<file path="src/rtl/hazard_sched.sv">
// Pipeline hazard scheduler: tracks EX/MEM/WB in a private scoreboard and drives
// stall/bubble/flush/freeze controls. Optional macro FORWARD_EN: load-use-only interlock.
module hazard_sched #(
  parameter int REG_ADDR_W = 5
) (
  input  logic                  clk,
  input  logic                  rst,
  input  logic                  id_valid_i,
  input  logic                  id_rs1_re_i,
  input  logic                  id_rs2_re_i,
  input  logic [REG_ADDR_W-1:0] id_rs1_i,
  input  logic [REG_ADDR_W-1:0] id_rs2_i,
  input  logic                  id_rd_we_i,
  input  logic [REG_ADDR_W-1:0] id_rd_i,
  input  logic                  id_mem_re_i,
  input  logic                  id_mem_we_i,
  input  logic                  ex_redirect_i,
  input  logic                  dmem_ready_i,
  output logic                  pc_stall_o,
  output logic                  ifid_stall_o,
  output logic                  ifid_flush_o,
  output logic                  idex_bubble_o,
  output logic                  freeze_o,
  output logic                  mem_wait_o
);

  typedef struct packed {
    logic                  v;
    logic                  rd_we;
    logic [REG_ADDR_W-1:0] rd;
    logic                  mem_re;
    logic                  mem_we;
  } slot_t;

  typedef enum logic {IDLE, MEM_WAIT} state_t;

  localparam int SLOTS = 3;  // 0 = EX, 1 = MEM, 2 = WB

  slot_t [SLOTS-1:0] sb;
  slot_t             id_slot;
  state_t            state, state_nx;
  logic [SLOTS-1:0]  raw;
  logic              hazard, mem_pend, freeze, bubble;

  for (genvar i = 0; i < SLOTS; i++) begin : g_raw
    assign raw[i] = sb[i].v & sb[i].rd_we & (sb[i].rd != '0) &
                    ((id_rs1_re_i & (id_rs1_i == sb[i].rd)) |
                     (id_rs2_re_i & (id_rs2_i == sb[i].rd)));
  end

`ifdef FORWARD_EN
  assign hazard = id_valid_i & raw[0] & sb[0].mem_re;
`else
  // No bypass: consumer waits until the producer has written the register file.
  assign hazard = id_valid_i & (|raw);
`endif

  assign mem_pend = sb[1].v & (sb[1].mem_re | sb[1].mem_we);
  assign freeze   = mem_pend & ~dmem_ready_i;
  assign bubble   = ~freeze & (ex_redirect_i | hazard);

  always_comb begin
    id_slot        = '0;
    id_slot.v      = id_valid_i & ~bubble;
    id_slot.rd_we  = id_rd_we_i;
    id_slot.rd     = id_rd_i;
    id_slot.mem_re = id_mem_re_i;
    id_slot.mem_we = id_mem_we_i;
    if (!id_slot.v) id_slot = '0;
  end

  always_comb begin
    state_nx = state;
    case (state)
      IDLE:     if (freeze)       state_nx = MEM_WAIT;
      MEM_WAIT: if (dmem_ready_i) state_nx = IDLE;
      default:                    state_nx = IDLE;
    endcase
  end

  always_comb begin
    pc_stall_o    = 1'b0;
    ifid_stall_o  = 1'b0;
    ifid_flush_o  = 1'b0;
    idex_bubble_o = 1'b0;
    freeze_o      = 1'b0;
    mem_wait_o    = 1'b0;
    if (!rst) begin
      mem_wait_o = (state == MEM_WAIT);
      if (freeze) begin
        freeze_o = 1'b1;
      end else if (ex_redirect_i) begin
        ifid_flush_o  = 1'b1;
        idex_bubble_o = 1'b1;
      end else if (hazard) begin
        pc_stall_o    = 1'b1;
        ifid_stall_o  = 1'b1;
        idex_bubble_o = 1'b1;
      end
    end
  end

  always_ff @(posedge clk or posedge rst) begin
    if (rst) begin
      sb    <= '0;
      state <= IDLE;
    end else begin
      state <= state_nx;
      if (!freeze) begin
        sb[2] <= sb[1];
        sb[1] <= sb[0];
        sb[0] <= id_slot;
      end
    end
  end

endmodule

</file>
<file path="config.mk">
export PLATFORM = sky130hd
export DESIGN_NAME = hazard_sched
export DESIGN_NICKNAME = d
export VERILOG_FILES = /design/src/rtl/hazard_sched.sv
export SDC_FILE = /design/constraint.sdc
export NUM_CORES = 1
export LEC_CHECK = 0
export BUFFER_PORTS_ARGS = -buffer_cell sky130_fd_sc_hd__buf_2
export CORE_ASPECT_RATIO = 1.5
export CORE_UTILIZATION = 55
export DETAILED_ROUTE_END_ITERATION = 10
export PLACE_DENSITY = 0.87
export SLEW_MARGIN = 0
export SYNTH_ARGS = -nofsm -noshare
export SYNTH_HDL_FRONTEND = slang
export SYNTH_SLANG_ARGS = --single-unit
</file>
<file path="constraint.sdc">
create_clock -name clk -period 6 [get_ports clk]
set_clock_uncertainty 0.1 [all_clocks]
set_input_delay 1.2 -clock clk [delete_from_list [all_inputs] [get_ports clk]]
set_output_delay 1.2 -clock clk [all_outputs]
set_load 0.02 [all_outputs]
</file>
==> reports/results.ini <==
[clock_network]
clk_path_buf_depth=2
clock_latency_ps=260
htree_num_levels=1
cts_hold_buffers=0
cts_buffers=3
cts-resized-gates=0
root_buffer=clkbuf_8
cts_setup_buffers=0
clk_pin_slew_ps=80
clock_sinks=26
cts_tree=yes

[synth]
synthXorXnorAreaFrac_pct=16.38
synth_top_area_cell=dfrtp_1
yosysSeqAreaShare_pct=40.56
yosys-top-cells-count=53 x nand2_1, 26 x dfrtp_1, 24 x xor2_1
synth_area_mm2=0.001604
synthMuxAreaShare_pct=0
synth_compound_area_share_pct=13.57
syn-instance-count=173
synth_edf_count=0
async_flop_share_pct=100.0
synth_area_leaders=dfrtp_1 41%, xor2_1 13%, nand2_1 12%
synth_cell_types=31
yosys.area.top_type_share_pct=40.56
synth_top_family_by_area=simple AND/OR/NAND/NOR gates
yosysWarningCount=0
synthAdderAreaFrac_pct=0
ys.flop_type=dfrtp_1
postSynthNetCount=198
synth_most_common_cell=nand2_1
yosys.area_share.simple_pct=23.87
postSynthAreaPerCell_um2=9.272
ys_ff_latch=26

[setup_path]
crit_type=in2out
cp_num_cells=8
crit_chain=buf_2, xor2_1, nor4_2, nand3_1, a211oi_2, buf_4, o211a_1, buf_2
cp_top_family=buffers and inverters
rr_startpoint=sb[21]
end_kind=primary output
crit_top_cell=buf_2
crit_arrival_ps=2690
crit_path_max_incr_delay_ps=270
crit_fanout=11
critPathBufInv=3
cp-endpoint=ifid_stall_o
r2r_slack_ps=4070
reg2regPathDepth=5
cp-startpoint=id_rs1_i[3]
required_ps=4700
r2r_end=sb[3]
cpMaxStageDelayCell=nor4_2
crit_path_start_kind=primary input

[floorplan]
ios=31
die_x_um=46.10
die_h_um=68.14
start_util_pct=58.67
rows=23
dieArea_mm2=0.003141
coreArea_mm2=0.002734

[power_and_ir_drop]
leakagePower_uw=0.0009463
powerDensity_mw_per_mm2=193.6
seqPwrFrac_pct=56.1
p_int_uw=255.2
clkPwrFrac_pct=27.5
power_frac_comb_pct=16.4
p_sw_share_pct=26.48
peakVddDrop_v=0.0001705
p_switching_uw=91.89
total_power_uw=347.0

[timing]
fin_setup_tns_ps=0
worst_pin_slew_ps=656.0
fin_crit_ps=3988
final-setup-viol-count=0
max_clock_freq_mhz=250.8
rsz0062_at_grt=false
holdWs_ps=376.8
hold_viol_final=0
fin_crit_sh_pct=66.46
worst_slack_ps=2012
slew_headroom_pct=56.18
finalMaxSlewViolations=0

[min_path]
hold_path.class=reg2reg

[global_routing]
grt_pass1_wl_um=5464
overflow=0
grt_antenna_before_repair=0
grt_max_degree=28
grt_pass1_vias=1268
grtUsageTotal_pct=24.12

[place]
gp_congestion=0.8942
portBuffers=30
dp_hpwl_um=2538
dpl_worst_slack_ps=2006
dp.cells=235

[drt]
drtPass1Iterations=4
drc=0
drtAntennaViolNets=0
post_drt_wl_per_cell_um=13.79
vias_per_cell=5.559
drt-initial-drc-count=37
wl_um=3281
routed-via-count=1323

[finish]
fin_nets=228
fillers=244
final_cells=238
num_antenna_cells=0
drive_gt1_share_pct=25.87
area_growth_pct=11.78

[status]
status=complete, no violations

[run]
maxCapViolCount=0

[cell type report]
class	instances	area [um2]	share of cell area, %
Clock buffer	3	41.29	2.303
Timing Repair Buffer	34	180.2	10.05
Sequential cell	26	650.6	36.29
Multi-Input combinational cell	135	863.3	48.15
Tap cell	37	46.29	2.582
Inverter	3	11.26	0.6281
[registers in the layout, summed over array words and instances (netlist names)]
register,cells
sb,25
state,1
[power by group through the flow]
stage	logic (uW)	registers (uW)	clock network, uW
floorplan	38.5	195	0
global placement	55.0	198	0
detailed placement	57.3	198	0
CTS	57.6	195	96.6
global route	63.6	196	103
finish	56.8	195	95.4
[cells in the final DEF, fill, tap and decap left out, types with 2 or more instances in the layout]
cell,count
clkbuf_8,3
nand3_1,10
dfrtp_1,26
inv_1,3
xor2_1,24
xnor2_1,6
nor2_1,7
o31ai_2,8
and2_1,2
nand2_1,53
or4_1,2
nor4_1,5
buf_4,4
a32oi_1,2
buf_2,30
[worst min path at each step]
| stage | from | end | slack (ps) | cells after the start |
|---|---|---|---|---|
| after floorplan | sb[25] | sb[25] | 340 | 2 |
| after global placement | sb[10] | sb[10] | 350 | 2 |
| after detailed placement | sb[25] | sb[25] | 360 | 2 |
| after CTS | sb[25] | sb[25] | 380 | 2 |
| after global routing | sb[0] | sb[9] | 400 | 2 |
| final | sb[25] | sb[25] | 380 | 2 |
[worst register-to-register path, delay by kind of cell, from the launching register on]
family	cells	cell delay (ps)
DFF	1	450
AOI/OAI and AO/OA	3	520
buffers and inverters	1	200
and+or+nand+nor	1	570
[per-layer routing]
metal,up-vias,global-route usage [%],wire (um),part of all wire [%]
met4,0,10.29,93,2.8
met5,-,0,0,0
met1,633,28.23,1385,42
met2,41,43.13,1709,52
met3,10,2.375,92,2.8
li1,639,-,-,-
[kinds of logic after synthesis]
family / after synthesis
XOR/XNOR: 30
AO/OA/AOI/OAI: 20
buffers and inverters: 12
AND/OR/NAND/NOR: 85
flip-flops: 26
[through the flow]
stage	instance area, um2	utilization (%)
after floorplan	1604	-
after CTS	1793	65.58
after detailed placement	1752	64.07
after global placement	1752	64.07
after global routing	1793	65.58
final	1793	65.58
Power figures use the tool's default switching activity.
